==> src/rtl/shift_seq_ctrl_pkg.sv <==
// -----------------------------------------------------------------------------
// shift_ctrl_pkg
//   Shared types and constants for the shift-register sequencing controller.
//   - state_e       : controller FSM states (IDLE, SHIFT, LATCH)
//   - NBITS_DEFAULT : default word length of the downstream shift register
//   - DIV_MAX       : largest bit-rate divider representable by the 8-bit
//                     divider counter
//   - clamp_div     : maps an elaboration-time DIV onto the legal range 1..255
// -----------------------------------------------------------------------------
package shift_ctrl_pkg;

  typedef enum logic [1:0] {
    IDLE  = 2'd0,
    SHIFT = 2'd1,
    LATCH = 2'd2
  } state_e;

  localparam int NBITS_DEFAULT = 8;
  localparam int DIV_MAX       = 255;

  // DIV=0 would never let the divider expire, so it is treated as 1. Values
  // above DIV_MAX cannot be loaded into the 8-bit divider and saturate there.
  function automatic int clamp_div(input int d);
    if (d < 1) begin
      return 1;
    end
    if (d > DIV_MAX) begin
      return DIV_MAX;
    end
    return d;
  endfunction

endpackage

==> src/rtl/shift_seq_ctrl_if.sv <==
// -----------------------------------------------------------------------------
// shift_seq_ctrl_if
//   Requester handshake plus shift-register drive bundle of shift_seq_ctrl.
//   Signals:
//     req_valid[1:0]  per-requester valid (bit i = requester i)
//     req_data0/1     byte offered by requester 0/1, sampled on handshake
//     req_ready[1:0]  per-requester ready, one-hot or zero
//     abort           cancels an in-flight transfer
//     ser_data        serial bit to the shift-register data input
//     shift_en        one-cycle shift strobe
//     latch           one-cycle strobe when the full word is in place
//     busy            controller is not idle
//     done / done_id  completion pulse and the requester it belongs to
//   Modports:
//     master : requester / shift-register side (drives requests and abort)
//     slave  : the controller itself
// -----------------------------------------------------------------------------
interface shift_seq_ctrl_if
  import shift_ctrl_pkg::*;
#(
  parameter int NBITS = NBITS_DEFAULT
);

  logic [1:0]       req_valid;
  logic [NBITS-1:0] req_data0;
  logic [NBITS-1:0] req_data1;
  logic [1:0]       req_ready;
  logic             abort;
  logic             ser_data;
  logic             shift_en;
  logic             latch;
  logic             busy;
  logic             done;
  logic             done_id;

  modport master (
    output req_valid, req_data0, req_data1, abort,
    input  req_ready, ser_data, shift_en, latch, busy, done, done_id
  );

  modport slave (
    input  req_valid, req_data0, req_data1, abort,
    output req_ready, ser_data, shift_en, latch, busy, done, done_id
  );

endinterface

==> src/rtl/shift_seq_ctrl_rr_arb2.sv <==
// -----------------------------------------------------------------------------
// rr_arb2
//   Two-input round-robin arbiter, purely combinational. The caller owns the
//   last_grant register and updates it only when a grant is actually taken.
//   Ports:
//     req[1:0]    request vector
//     last_grant  index granted most recently
//     en          arbitration enable; no grant while low
//     gnt[1:0]    one-hot grant (zero when no grant)
//     gnt_idx     index of the granted requester (0 when no grant)
// -----------------------------------------------------------------------------
module rr_arb2 (
  input  logic [1:0] req,
  input  logic       last_grant,
  input  logic       en,
  output logic [1:0] gnt,
  output logic       gnt_idx
);

  always_comb begin
    gnt     = 2'b00;
    gnt_idx = 1'b0;
    if (en) begin
      case (req)
        2'b01: begin
          gnt     = 2'b01;
          gnt_idx = 1'b0;
        end
        2'b10: begin
          gnt     = 2'b10;
          gnt_idx = 1'b1;
        end
        2'b11: begin
          // Tie: the requester that was not served last goes first.
          gnt_idx = ~last_grant;
          gnt     = last_grant ? 2'b01 : 2'b10;
        end
        default: begin
          gnt     = 2'b00;
          gnt_idx = 1'b0;
        end
      endcase
    end
  end

endmodule

==> src/rtl/shift_seq_ctrl.sv <==
// -----------------------------------------------------------------------------
// shift_seq_ctrl
//   Sequencing controller for an NBITS-cell serial shift register. Arbitrates
//   between two requesters, shifts the granted word out MSB-first at one bit
//   every DIV clocks, then pulses latch/done for one cycle so downstream logic
//   samples the completed parallel word.
//   Parameters:
//     DIV    clk cycles per shifted bit (1..255; 0 is treated as 1)
//     NBITS  bits per transfer, equal to the shift-register length
//   Ports:
//     clk    system clock, rising edge
//     rst_n  synchronous active-low reset
//     bus    shift_seq_ctrl_if.slave (requests, abort, shift-register drive)
// -----------------------------------------------------------------------------
module shift_seq_ctrl
  import shift_ctrl_pkg::*;
#(
  parameter int DIV   = 1,
  parameter int NBITS = NBITS_DEFAULT
) (
  input  logic              clk,
  input  logic              rst_n,
  shift_seq_ctrl_if.slave   bus
);

  localparam int             DIV_C      = clamp_div(DIV);
  localparam logic [7:0]     DIV_RELOAD = 8'(DIV_C - 1);
  localparam int             BCW        = $clog2(NBITS + 1);
  localparam logic [BCW-1:0] LAST_BIT   = BCW'(NBITS - 1);

  state_e           state_q,      state_d;
  logic             last_grant_q, last_grant_d;
  logic [NBITS-1:0] hold_q,       hold_d;
  logic             id_q,         id_d;
  logic [BCW-1:0]   bit_cnt_q,    bit_cnt_d;
  logic [7:0]       div_cnt_q,    div_cnt_d;

  logic [1:0]       gnt;
  logic             gnt_idx;
  logic             arb_en;
  logic             handshake;
  logic             tick;

  // Grants are only offered while idle. Holding them off during reset keeps
  // every output at zero for as long as rst_n is low.
  assign arb_en = (state_q == IDLE) && rst_n;

  rr_arb2 u_arb (
    .req        (bus.req_valid),
    .last_grant (last_grant_q),
    .en         (arb_en),
    .gnt        (gnt),
    .gnt_idx    (gnt_idx)
  );

  assign handshake = |(bus.req_valid & gnt);

  // Divider expiry: this is the cycle in which the register consumes the
  // current MSB. Abort does not suppress the strobe of the cycle it arrives
  // in; it only prevents any further ones.
  assign tick = (state_q == SHIFT) && (div_cnt_q == 8'd0);

  always_comb begin
    state_d      = state_q;
    last_grant_d = last_grant_q;
    hold_d       = hold_q;
    id_d         = id_q;
    bit_cnt_d    = bit_cnt_q;
    div_cnt_d    = div_cnt_q;

    case (state_q)
      IDLE: begin
        if (handshake) begin
          hold_d       = gnt_idx ? bus.req_data1 : bus.req_data0;
          id_d         = gnt_idx;
          last_grant_d = gnt_idx;
          bit_cnt_d    = '0;
          div_cnt_d    = DIV_RELOAD;
          state_d      = SHIFT;
        end
      end

      SHIFT: begin
        if (bus.abort) begin
          // Abort beats the final shift: the partial word is never latched.
          state_d = IDLE;
        end else if (tick) begin
          hold_d    = hold_q << 1;
          bit_cnt_d = bit_cnt_q + BCW'(1);
          div_cnt_d = DIV_RELOAD;
          if (bit_cnt_q == LAST_BIT) begin
            state_d = LATCH;
          end
        end else begin
          div_cnt_d = div_cnt_q - 8'd1;
        end
      end

      LATCH: begin
        state_d = IDLE;
      end

      default: begin
        state_d = IDLE;
      end
    endcase
  end

  always_ff @(posedge clk) begin
    if (!rst_n) begin
      state_q      <= IDLE;
      last_grant_q <= 1'b1;
      hold_q       <= '0;
      id_q         <= 1'b0;
      bit_cnt_q    <= '0;
      div_cnt_q    <= 8'd0;
    end else begin
      state_q      <= state_d;
      last_grant_q <= last_grant_d;
      hold_q       <= hold_d;
      id_q         <= id_d;
      bit_cnt_q    <= bit_cnt_d;
      div_cnt_q    <= div_cnt_d;
    end
  end

  // Outputs decode registered state only (req_ready excepted), so they are
  // glitch-free relative to the shift register's capture edge.
  assign bus.req_ready = gnt;
  assign bus.ser_data  = (state_q == SHIFT) && hold_q[NBITS-1];
  assign bus.shift_en  = tick;
  assign bus.latch     = (state_q == LATCH);
  assign bus.done      = (state_q == LATCH);
  assign bus.done_id   = (state_q == LATCH) && id_q;
  assign bus.busy      = (state_q != IDLE);

endmodule

==> src/flat_wrapper.sv <==
// flat-port wrapper written by rule: the top's interface ports become plain ports
module shift_seq_ctrl_flat import shift_ctrl_pkg::*;
#(
  parameter int DIV   = 1,
  parameter int NBITS = NBITS_DEFAULT
)
  (clk, rst_n, bus_req_valid, bus_req_data0, bus_req_data1, bus_abort, bus_req_ready, bus_ser_data, bus_shift_en, bus_latch, bus_busy, bus_done, bus_done_id);
  shift_seq_ctrl_if #(.NBITS(NBITS)) bus_i ();
  input  logic clk;
  input  logic rst_n;
  input wire logic [$bits(bus_i.req_valid)-1:0] bus_req_valid;
  input wire logic [$bits(bus_i.req_data0)-1:0] bus_req_data0;
  input wire logic [$bits(bus_i.req_data1)-1:0] bus_req_data1;
  input wire logic [$bits(bus_i.abort)-1:0] bus_abort;
  output wire logic [$bits(bus_i.req_ready)-1:0] bus_req_ready;
  output wire logic [$bits(bus_i.ser_data)-1:0] bus_ser_data;
  output wire logic [$bits(bus_i.shift_en)-1:0] bus_shift_en;
  output wire logic [$bits(bus_i.latch)-1:0] bus_latch;
  output wire logic [$bits(bus_i.busy)-1:0] bus_busy;
  output wire logic [$bits(bus_i.done)-1:0] bus_done;
  output wire logic [$bits(bus_i.done_id)-1:0] bus_done_id;
  assign bus_i.req_valid = bus_req_valid;
  assign bus_i.req_data0 = bus_req_data0;
  assign bus_i.req_data1 = bus_req_data1;
  assign bus_i.abort = bus_abort;
  assign bus_req_ready = bus_i.req_ready;
  assign bus_ser_data = bus_i.ser_data;
  assign bus_shift_en = bus_i.shift_en;
  assign bus_latch = bus_i.latch;
  assign bus_busy = bus_i.busy;
  assign bus_done = bus_i.done;
  assign bus_done_id = bus_i.done_id;
  shift_seq_ctrl #(.DIV(DIV), .NBITS(NBITS)) u_core (.clk(clk), .rst_n(rst_n), .bus(bus_i));
endmodule
==> config.mk <==
export PLATFORM = sky130hd
export DESIGN_NAME = shift_seq_ctrl_flat
export DESIGN_NICKNAME = d
export VERILOG_FILES = /design/src/rtl/shift_seq_ctrl_pkg.sv /design/src/rtl/shift_seq_ctrl_if.sv /design/src/rtl/shift_seq_ctrl_rr_arb2.sv /design/src/rtl/shift_seq_ctrl.sv /design/src/flat_wrapper.sv
export SDC_FILE = /design/constraint.sdc
export NUM_CORES = 1
export LEC_CHECK = 0
export CORE_ASPECT_RATIO = 1.75
export CORE_MARGIN = 2
export CORE_UTILIZATION = 49
export DETAILED_ROUTE_END_ITERATION = 8
export HOLD_SLACK_MARGIN = 0.08
export PLACE_DENSITY = 0.74
export SKIP_LAST_GASP = 1
export SLEW_MARGIN = 20
export SYNTH_ARGS = -nofsm -noshare
export SYNTH_HDL_FRONTEND = slang
export SYNTH_HIERARCHICAL = 1
export SYNTH_SLANG_ARGS = --single-unit
==> constraint.sdc <==
create_clock -name clk -period 2.73 [get_ports clk]
set_input_delay 0.4095 -clock clk [delete_from_list [all_inputs] [get_ports clk]]
set_output_delay 0.4095 -clock clk [all_outputs]
set_load 0.005 [all_outputs]
==> metrics.txt <==
outcome=complete, no violations; Reg area=just under 500 µm²; final std cells w/o fill=around 210; # IOs=29; Root Driver=clkbuf_8; core area=2490 µm²; fin. max-slew vios=0; pin count of the biggest net entering global routing=18; grt ovf=0; top cells by area, synth=dfxtp_1, a21oi_1, mux2i_1; setup violators final=0; Critical path buffers and inverters=1; Worst setup SP type=flip-flop; first-pass GRT wire length=~5400 µm; routed len/inst=14.7 µm; WP depth=3; top-area cell type share of the netlist area=a little under two fifths; reg2reg setup slack=roughly 500 ps; die width=~43 µm; Worst setup endpoint=bus_shift_en; ANT cells=0; fin crit period=about 2500 ps; crit share post-route=just over 90%; Core Rows=24; design area=around 1700 µm²; max_cap viols=0; syn avg cell area=a little over 8 µm²; TritonCTS Sinks=24; vias after detailed routing=1266; Worst R2R Start=u_core/state_q[0]; crit-path max cell delay=670 ps; WP data required=roughly 2300 ps; vias in the first global route=1299; Yosys warnings=6; crit path cell chain=or4_1 > nor3_2 > clkdlybuf4s50_1; Hold Violations, Final=0; crit-path max FO=7; final-stage net count=around 210; port bufs=28; Residual DRC=0; DR iter-0 viols=28; hold path depth=2; unrepaired setup endpoints after global routing=false; Setup crit start=u_core/div_cnt_q[2]; mean number of vias per cell=approximately 6; CTS H-tree lvls=1; Post-Route WL=3090 µm; placed cell areas=between 1500 and 2000 µm²; initial core utilization=51.3%; initial antenna violation count=0; gp weighted congestion=between 0.8 and 0.9; Seq/Total Area, Yosys=37.6%; DIE HEIGHT=71.6 µm; post-synth top area cell=dfxtp_1; CTS tree=built; Unique masters post-synth=38; Tightest Pin Transition=435 ps; register bit total from synthesis=24; Critical-path top delay cell=or4_1; category of the most critical setup path=reg2out; Post-Route Skew=approximately 2.4 ps; ratio of cells with drive above 1 in the final layout=9.19%; f_max=396 MHz; RR Endpoint=u_core/div_cnt_q[3]; Worst R2R Path Depth=11; Final ANT Viol Nets=0; footprint of the multi-input gates=about 730 µm²; Worst-path clk slew=approximately 80 ps; Syn Std Cell Area=roughly 1300 µm²; most frequent cells in the layout=clkdlybuf4s50_1, dfxtp_1, a21oi_1; Pwr per Cell Area=492 nW/µm²; Worst VDD drop=0.321 mV; most common cell after layout, fill and taps aside=clkdlybuf4s50_1; Worst Setup End Kind=output pin; Total GRT Usage=between 20% and 30%; Hold/Removal Path Class=reg2reg; Setup TNS=0 ps; placed cell count=roughly 210; synthesized instance count=between 150 and 200; area growth from synthesis to layout=29.4%; Worst slew margin=71.0%; DP Wirelength=2400 µm; Worst-Skew Late Latency=260 ps; Min Hold Slack=~460 ps; Die Area=3050 µm²; clock buffers created by TritonCTS=3; Critical Path AT=approximately 2100 ps; Post-Syn Nets=between 150 and 200; Max Root-Sink Buffers=2; drt first pass iters=4; filler instances=213; Crit path max-delay family=simple AND/OR/NAND/NOR gates; Leak=0.637 nW
power breakdown:
part | internal [W] | total [W] | switching (W)
Combinational | 0.000101 | 0.000216 | 0.000115
Sequential | 0.000375 | 0.000391 | 0.0000167
Clock | 0.0000986 | 0.000206 | 0.000108
worst reg2reg max path: stages, from the launching register on:
cell and delay [ps]:
dfxtp_1 340, nor2_1 110, buf_4 150, inv_1 60, nor2_1 130, nand2_1 100, a21oi_1 190, a22o_1 180
a21oi_1 100, buf_4 200, or4_1 460, a21oi_1 150
cells in the mapped netlist:
| cell type | number |
|---|---|
| clkbuf_1 | 7 |
| nand2_1 | 14 |
| a31oi_1 | 1 |
| o21ai_2 | 1 |
| a211oi_1 | 1 |
| a21boi_1 | 1 |
| mux2i_1 | 8 |
| dfxtp_1 | 24 |
| ha_1 | 3 |
| o21ba_1 | 1 |
| nand3b_1 | 1 |
| nor3_1 | 1 |
| o2111ai_1 | 7 |
| and4_1 | 1 |
| buf_2 | 1 |
| and2_1 | 1 |
| o21bai_2 | 1 |
| inv_1 | 9 |
| nor2b_1 | 2 |
| nand2b_1 | 1 |
| nor3b_1 | 1 |
| a22o_1 | 1 |
| or3b_2 | 1 |
| or3_1 | 3 |
| nor2_1 | 5 |
| or2_2 | 2 |
| or4_1 | 7 |
| a21oi_1 | 21 |
| o31ai_1 | 5 |
| clkbuf_2 | 1 |
| xnor2_1 | 1 |
| o22ai_1 | 1 |
| o21a_1 | 1 |
| nor4_1 | 1 |
| buf_4 | 1 |
| a21o_1 | 1 |
| nand3_1 | 5 |
| o21ai_0 | 12 |
per-layer routing:
layer / share of wire, % / vias to the layer above / routed length [µm] / track usage (%)
met5: 0 / - / 0 / 0
met4: 1.2 / 0 / 38 / 10.4
met3: 2.8 / 4 / 87 / 2.52
met2: 60 / 29 / 1860 / 44.8
met1: 36 / 600 / 1110 / 22.0
li1: - / 633 / - / -
metrics by stage:
step           utilization [%]  setup WS (ps)  total power (W)
6_report                  66.4            204         0.000814
2_1_floorplan                -            419         0.000533
3_3_place_gp              64.5            315         0.000602
3_5_place_dp              64.5            202         0.000612
4_1_cts                   66.2           68.8         0.000815
5_1_grt                   66.4           89.2         0.000858
worst min path at each step:
stage	start	slack, ps	to
2_1_floorplan	u_core/id_q	430	u_core/id_q
3_3_place_gp	u_core/id_q	450	u_core/id_q
3_5_place_dp	u_core/id_q	450	u_core/id_q
4_1_cts	u_core/id_q	460	u_core/id_q
5_1_grt	u_core/id_q	490	u_core/id_q
6_report	u_core/id_q	460	u_core/id_q
area by class of cell:
cell class | count | area share (%)
Multi-Input combinational cell | 113 | 43.9
Inverter | 9 | 2.04
Tap cell | 26 | 1.97
Timing Repair Buffer | 36 | 20.6
Clock buffer | 3 | 2.50
Sequential cell | 24 | 29.0
state kept, by name, indices dropped and copies added (netlist names):
register / cells
u_core/id_q: 1
u_core/bit_cnt_q: 4
u_core/last_grant_q: 1
u_core/state_q: 2
u_core/hold_q: 8
u_core/div_cnt_q: 8
logic make-up (layout without fill, tap and decap cells):
kind of cell	Yosys count	in the layout	synth area share, %
AO/OA/AOI/OAI	55	55	27.0
XOR/XNOR	1	1	0.685
adder cells (fa/ha/maj)	3	3	2.94
buffers and inverters	19	48	6.07
flip-flops	24	24	37.6
multiplexers	8	8	6.26
AND/OR/NAND/NOR	46	46	19.5
what timing repair did:
action,CTS,global route
resized for setup,0,1
endpoints found under the setup margin,0,1
hold endpoints to repair,0,0
buffers inserted,0,0
hold buffers,0,0
No activity file was read; power rests on OpenSTA's default activity.
